[src/rtl/zcip_array_sched.sv]
// Group scheduler for the ZCIP lane array: admits one index group at a time,
// restarts the array, and buffers its shift-offset beats in a FIFO for downstream.
module zcip_array_sched #(
  parameter int LANES   = 32,
  parameter int IDX_W   = 7,
  parameter int OFF_W   = 3,
  parameter int MAX_RUN = 8,
  parameter int DEPTH   = 16
) (
  input  logic                     clk,
  input  logic                     rst,
  input  logic                     in_valid,
  output logic                     in_ready,
  input  logic [LANES*IDX_W-1:0]   in_index,
  output logic                     arr_rst,
  output logic [LANES*IDX_W-1:0]   arr_index_vector,
  input  logic [LANES*OFF_W-1:0]   arr_shift_offset,
  input  logic [LANES-1:0]         arr_valid,
  input  logic [LANES-1:0]         arr_done,
  output logic                     out_valid,
  input  logic                     out_ready,
  output logic [LANES*OFF_W-1:0]   out_shift_offset,
  output logic [LANES-1:0]         out_lane_mask,
  output logic                     out_last,
  output logic                     busy,
  output logic                     timeout_err,
  output logic [15:0]              group_cnt
);

  localparam int BEAT_W = LANES*OFF_W + LANES + 1;
  localparam int PTR_W  = (DEPTH > 1) ? $clog2(DEPTH) : 1;
  localparam int CNT_W  = PTR_W + 1;
  localparam int RUN_W  = (MAX_RUN > 1) ? $clog2(MAX_RUN) : 1;

  typedef enum logic [1:0] {
    IDLE = 2'd0,
    LOAD = 2'd1,
    RUN  = 2'd2
  } state_t;

  state_t             state;
  state_t             next_state;
  logic [RUN_W-1:0]   run_cnt;
  logic [BEAT_W-1:0]  mem [DEPTH];
  logic [PTR_W-1:0]   wr_ptr;
  logic [PTR_W-1:0]   rd_ptr;
  logic [CNT_W-1:0]   count;
  logic [CNT_W-1:0]   free_cnt;
  logic [BEAT_W-1:0]  push_data;
  logic [BEAT_W-1:0]  head;
  logic               push;
  logic               pop;
  logic               load;
  logic               all_done;
  logic               run_inc;
  logic               finish;
  logic               timeout_hit;

  assign all_done  = &arr_done;
  assign out_valid = (count != '0);
  assign pop       = out_valid & out_ready;
  // A pop this cycle frees its slot before the admitted group can push.
  assign free_cnt  = CNT_W'(DEPTH) - count + {{(CNT_W-1){1'b0}}, pop};

  always_comb begin
    next_state  = state;
    in_ready    = 1'b0;
    load        = 1'b0;
    push        = 1'b0;
    push_data   = '0;
    run_inc     = 1'b0;
    finish      = 1'b0;
    timeout_hit = 1'b0;
    case (state)
      IDLE: begin
        in_ready = !rst && (free_cnt >= CNT_W'(MAX_RUN));
        if (in_valid && in_ready) begin
          load       = 1'b1;
          next_state = LOAD;
        end
      end
      LOAD: begin
        next_state = RUN;
      end
      RUN: begin
        if (|arr_valid || all_done) begin
          push      = 1'b1;
          push_data = {arr_shift_offset, arr_valid, all_done};
        end
        if (all_done) begin
          finish     = 1'b1;
          next_state = IDLE;
        end else if (run_cnt == RUN_W'(MAX_RUN-1)) begin
          // The timeout marker takes this cycle's single FIFO slot.
          push        = 1'b1;
          push_data   = {{(BEAT_W-1){1'b0}}, 1'b1};
          finish      = 1'b1;
          timeout_hit = 1'b1;
          next_state  = IDLE;
        end else begin
          run_inc = 1'b1;
        end
      end
      default: begin
        next_state = IDLE;
      end
    endcase
  end

  always_ff @(posedge clk) begin
    if (rst) begin
      state            <= IDLE;
      run_cnt          <= '0;
      arr_index_vector <= '0;
      group_cnt        <= '0;
      timeout_err      <= 1'b0;
    end else begin
      state <= next_state;
      if (state == LOAD) begin
        run_cnt <= '0;
      end else if (run_inc) begin
        run_cnt <= run_cnt + 1'b1;
      end
      if (load) begin
        arr_index_vector <= in_index;
      end
      if (finish) begin
        group_cnt <= group_cnt + 16'd1;
      end
      if (timeout_hit) begin
        timeout_err <= 1'b1;
      end
    end
  end

  always_ff @(posedge clk) begin
    if (rst) begin
      wr_ptr <= '0;
      rd_ptr <= '0;
      count  <= '0;
    end else begin
      if (push) begin
        wr_ptr <= wr_ptr + 1'b1;
      end
      if (pop) begin
        rd_ptr <= rd_ptr + 1'b1;
      end
      case ({push, pop})
        2'b10:   count <= count + 1'b1;
        2'b01:   count <= count - 1'b1;
        default: count <= count;
      endcase
    end
  end

  // Storage is not reset; the head outputs are masked whenever the FIFO is empty.
  always_ff @(posedge clk) begin
    if (push) begin
      mem[wr_ptr] <= push_data;
    end
  end

  assign head             = mem[rd_ptr];
  assign out_shift_offset = out_valid ? head[BEAT_W-1 -: LANES*OFF_W] : '0;
  assign out_lane_mask    = out_valid ? head[LANES:1] : '0;
  assign out_last         = out_valid & head[0];
  assign arr_rst          = rst | (state == LOAD);
  assign busy             = (state != IDLE) | out_valid;

endmodule

[config.mk]
export PLATFORM = sky130hd
export DESIGN_NAME = zcip_array_sched
export DESIGN_NICKNAME = d
export VERILOG_FILES = /design/src/rtl/zcip_array_sched.sv
export SDC_FILE = /design/constraint.sdc
export NUM_CORES = 2
export LEC_CHECK = 0
export CORE_ASPECT_RATIO = 1.75
export CORE_MARGIN = 3
export CORE_UTILIZATION = 50
export DETAILED_ROUTE_END_ITERATION = 12
export PLACE_DENSITY = 0.7
export RECOVER_POWER = 50
export SYNTH_ARGS = -nofsm -noshare
export SYNTH_HDL_FRONTEND = slang
export SYNTH_SLANG_ARGS = --single-unit
[constraint.sdc]
create_clock -name clk -period 8.5 [get_ports clk]
set_clock_uncertainty 0.15 [all_clocks]
set_input_delay 2.125 -clock clk [delete_from_list [all_inputs] [get_ports clk]]
set_output_delay 2.125 -clock clk [all_outputs]
set_load 0.02 [all_outputs]
==> flow_metrics.py <==
metrics = {
    "clock_network": {
        "cts.sinks": 2327,
        "cts_setup_buffers": 0,
        "htreeDepth": 4,
        "clock_path_buffers": 4,
        "cts_root_buffer": "clkbuf_16",
        "clkLatencyLatePin_ns": 0.83,
        "cts_hold_buffers": 0,
        "cts_buffers": 204,
        "clk_pin_slew_worst_paths_ns": 0.07,
        "cts_tree": "built",
        "cts_resized": 0,
    },
    "synthesis": {
        "yosys.area_share.adder": 0.00183,
        "synth_area_um2": 88900,
        "synthMuxAreaShare": 0.165,
        "synthXorXnorAreaFrac": 0.000788,
        "synthTopCellsByArea": "edfxtp_1, mux4_2, dfxtp_1",
        "synth_compound_area_frac": 0.0157,
        "yosysWarningCount": 0,
        "syn_nets": 4783,
        "synth_edf_count": 2064,
        "synth_top_family_by_area": "multiplexers",
        "synth_cell_types": 46,
        "synth-simple-area-share": 0.0457,
        "synth_top_flop_cell": "edfxtp_1",
        "synth_top_area_cell": "edfxtp_1",
        "async_reset_ff_frac": 0,
        "synth_seq_cells": 2327,
        "synthCells": 4382,
        "yosysSeqAreaShare": 0.756,
        "synth_top_area_frac": 0.697,
        "syn_avg_cell_area_um2": 20.3,
    },
    "floorplan": {
        "start_util": 0.504,
        "dieWidth_um": 325,
        "dieHeight_um": 564,
        "ioPinCount": 762,
        "die-area_um2": 183000,
        "core_area_um2": 177000,
        "num_rows": 204,
    },
    "final_layout": {
        "fin_nets": 5557,
        "final_util": 0.600,
        "final_common_cell": "edfxtp_1",
        "layout_common_cells": "edfxtp_1, mux4_2, clkdlybuf4s50_1",
        "area_growth_pct": 19.1,
        "drive_above_1_share": 0.193,
        "postLayoutCellArea_um2": 106000,
        "stdcell_count": 7716,
    },
    "grt": {
        "track_usage": 0.268,
        "grt_pass1_wl_um": 351000,
        "grt_max_degree": 158,
        "gr-total-overflow": 0,
        "grt_pass1_vias": 47100,
        "antenna_found_initial": 51,
    },
    "pwr": {
        "internal-power_w": 0.0214,
        "power.share.switching": 0.271,
        "p_leak_nw": 33.7,
        "p_per_area_nw_per_um2": 277,
        "p_seq_frac": 0.451,
        "netSwitchingPower_w": 0.00794,
        "pwr-share-comb": 0.228,
        "max-vdd-ir-drop_mv": 0.268,
        "clkPwrFrac": 0.321,
    },
    "sta": {
        "fin_crit_ns": 7.57,
        "rsz0062_at_grt": "no",
        "final_hold_viol_count": 0,
        "setup_viol_count_final": 0,
        "fmax_mhz": 132,
        "slew_headroom": -1.26,
        "tns_ns": 0,
        "tightest_slew_ns": 3.39,
        "drv_slew": 889,
        "fin_crit_sh": 0.891,
    },
    "critical_path": {
        "crit_path_max_incr_delay_ns": 1.83,
        "critical_path_arrival_ns": 7.75,
        "cp_slowest_cell": "nor4_1",
        "crit_chain": "dlygate4sd3_1, nor4_1, nand4_1, a2111oi_0, clkbuf_1, nor2_1, clkbuf_1, and3_1, buf_6",
        "critPathLaunchType": "input pin",
        "crit_top_cell": "clkbuf_1",
        "required_ns": 8.68,
        "cp_max_fo": 107,
        "path_class": "input pin to flop",
        "endpoint_kind": "flop",
    },
    "drt": {
        "first_pass_iters": 8,
        "wl_per_cell_um": 31.7,
        "vias": 45600,
        "route.detailed.vias_per_inst": 5.90,
        "ant_nets": 0,
        "drc": 0,
        "drt-initial-drc-count": 4525,
        "finalWirelength_um": 245000,
    },
    "job": {
        "cap_violations": 17,
    },
    "placement": {
        "port_buffers": 761,
        "gp_congestion": 1.09,
        "dpl-instance-area_um2": 99300,
        "hpwl_um": 146000,
        "dpl.cell_count": 7319,
    },
    "status": {
        "violations": "max-capacitance violations, max-slew violations",
        "status": "finished with violations",
    },
    "worst_hold_path": {
        "min_path_type": "flop to flop",
    },
}
-- synthesized netlist by cell type (all sizes together), types with 13 or more instances --
cell	number
nor4	15
a21oi	244
dfxtp	263
nor2	26
ha	13
clkbuf	156
nor2b	14
and2	258
and3	19
buf	100
edfxtp	2064
nand2	458
mux4	645
nand4	15
-- worst max-delay path: cells and delay by family --
kind                   cells  cell delay (ns)
buffers and inverters      4             1.93
and+or+nand+nor            4             3.08
AOI/OAI and AO/OA          1             0.45
-- power by group through the flow --
stage / clock network [W] / registers, W / logic (W)
6_report: 0.00942 / 0.0132 / 0.00668
2_1_floorplan: 0 / 0.0136 / 0.00410
3_3_place_gp: 0 / 0.0135 / 0.00683
5_1_grt: 0.0100 / 0.0133 / 0.00710
4_1_cts: 0.00959 / 0.0132 / 0.00692
3_5_place_dp: 0 / 0.0135 / 0.00689
-- path summary, 6_finish.rpt --
| check | startpoint | to | slack, ns | cells past startpoint |
|---|---|---|---|---|
| worst max register to register | count[0]$_SDFFE_PP0P_ | arr_index_vector[71]$_SDFFE_PP0P_ | 1.59 | 12 |
| worst max-delay path | arr_valid[11] | mem[0][102]$_DFFE_PP_ | 0.93 | 9 |
| worst min-delay path | arr_index_vector[135]$_SDFFE_PP0P_ | arr_index_vector[135]$_SDFFE_PP0P_ | 0.30 | 2 |
| worst min register to register | arr_index_vector[135]$_SDFFE_PP0P_ | arr_index_vector[135]$_SDFFE_PP0P_ | 0.30 | 2 |
-- routing by layer --
metal	global-route usage	wire length, um	vias to the layer above
met1	0.317	85100	24100
met5	0	36	-
li1	-	-	19200
met3	0.0442	16000	401
met2	0.478	130000	1881
met4	0.129	13400	6
-- cells by family after synthesis --
kind of cell               Yosys count
xor gates and xnor gates             8
muxes                              659
AOI/OAI and AO/OA                  268
buffers and inverters              265
and+or+nand+nor                    842
DFF                               2327
adders and majority gates           13
-- state kept, by name (all words and copies together) (netlist names), named ones only --
| name | flops |
|---|---|
| state | 2 |
| run_cnt | 3 |
| group_cnt | 16 |
| timeout_err | 1 |
| rd_ptr | 4 |
| arr_index_vector | 224 |
| count | 5 |
| mem | 2064 |
| wr_ptr | 4 |
-- cell type report --
cell class                      count  area, um^2
Clock inverter                    115        1340
Fill cell                       12800       70700
Inverter                            9        38.8
Tap cell                         2369        2960
Antenna cell                       34        85.1
Multi-Input combinational cell   1790       20400
Timing Repair Buffer              824        8440
Sequential cell                  2327       67300
Clock buffer                      248        5380
-- per-stage QoR --
stage	power (W)	setup WS, ns	hold WS (ns)
after floorplan	0.0177	1.39	0.313
after global placement	0.0203	1.35	0.291
after detailed placement	0.0204	1.39	0.295
after CTS	0.0297	1.38	0.305
after global routing	0.0304	0.681	0.314
final	0.0293	0.928	0.302
Note: power is estimated with default switching activity, not from simulation.
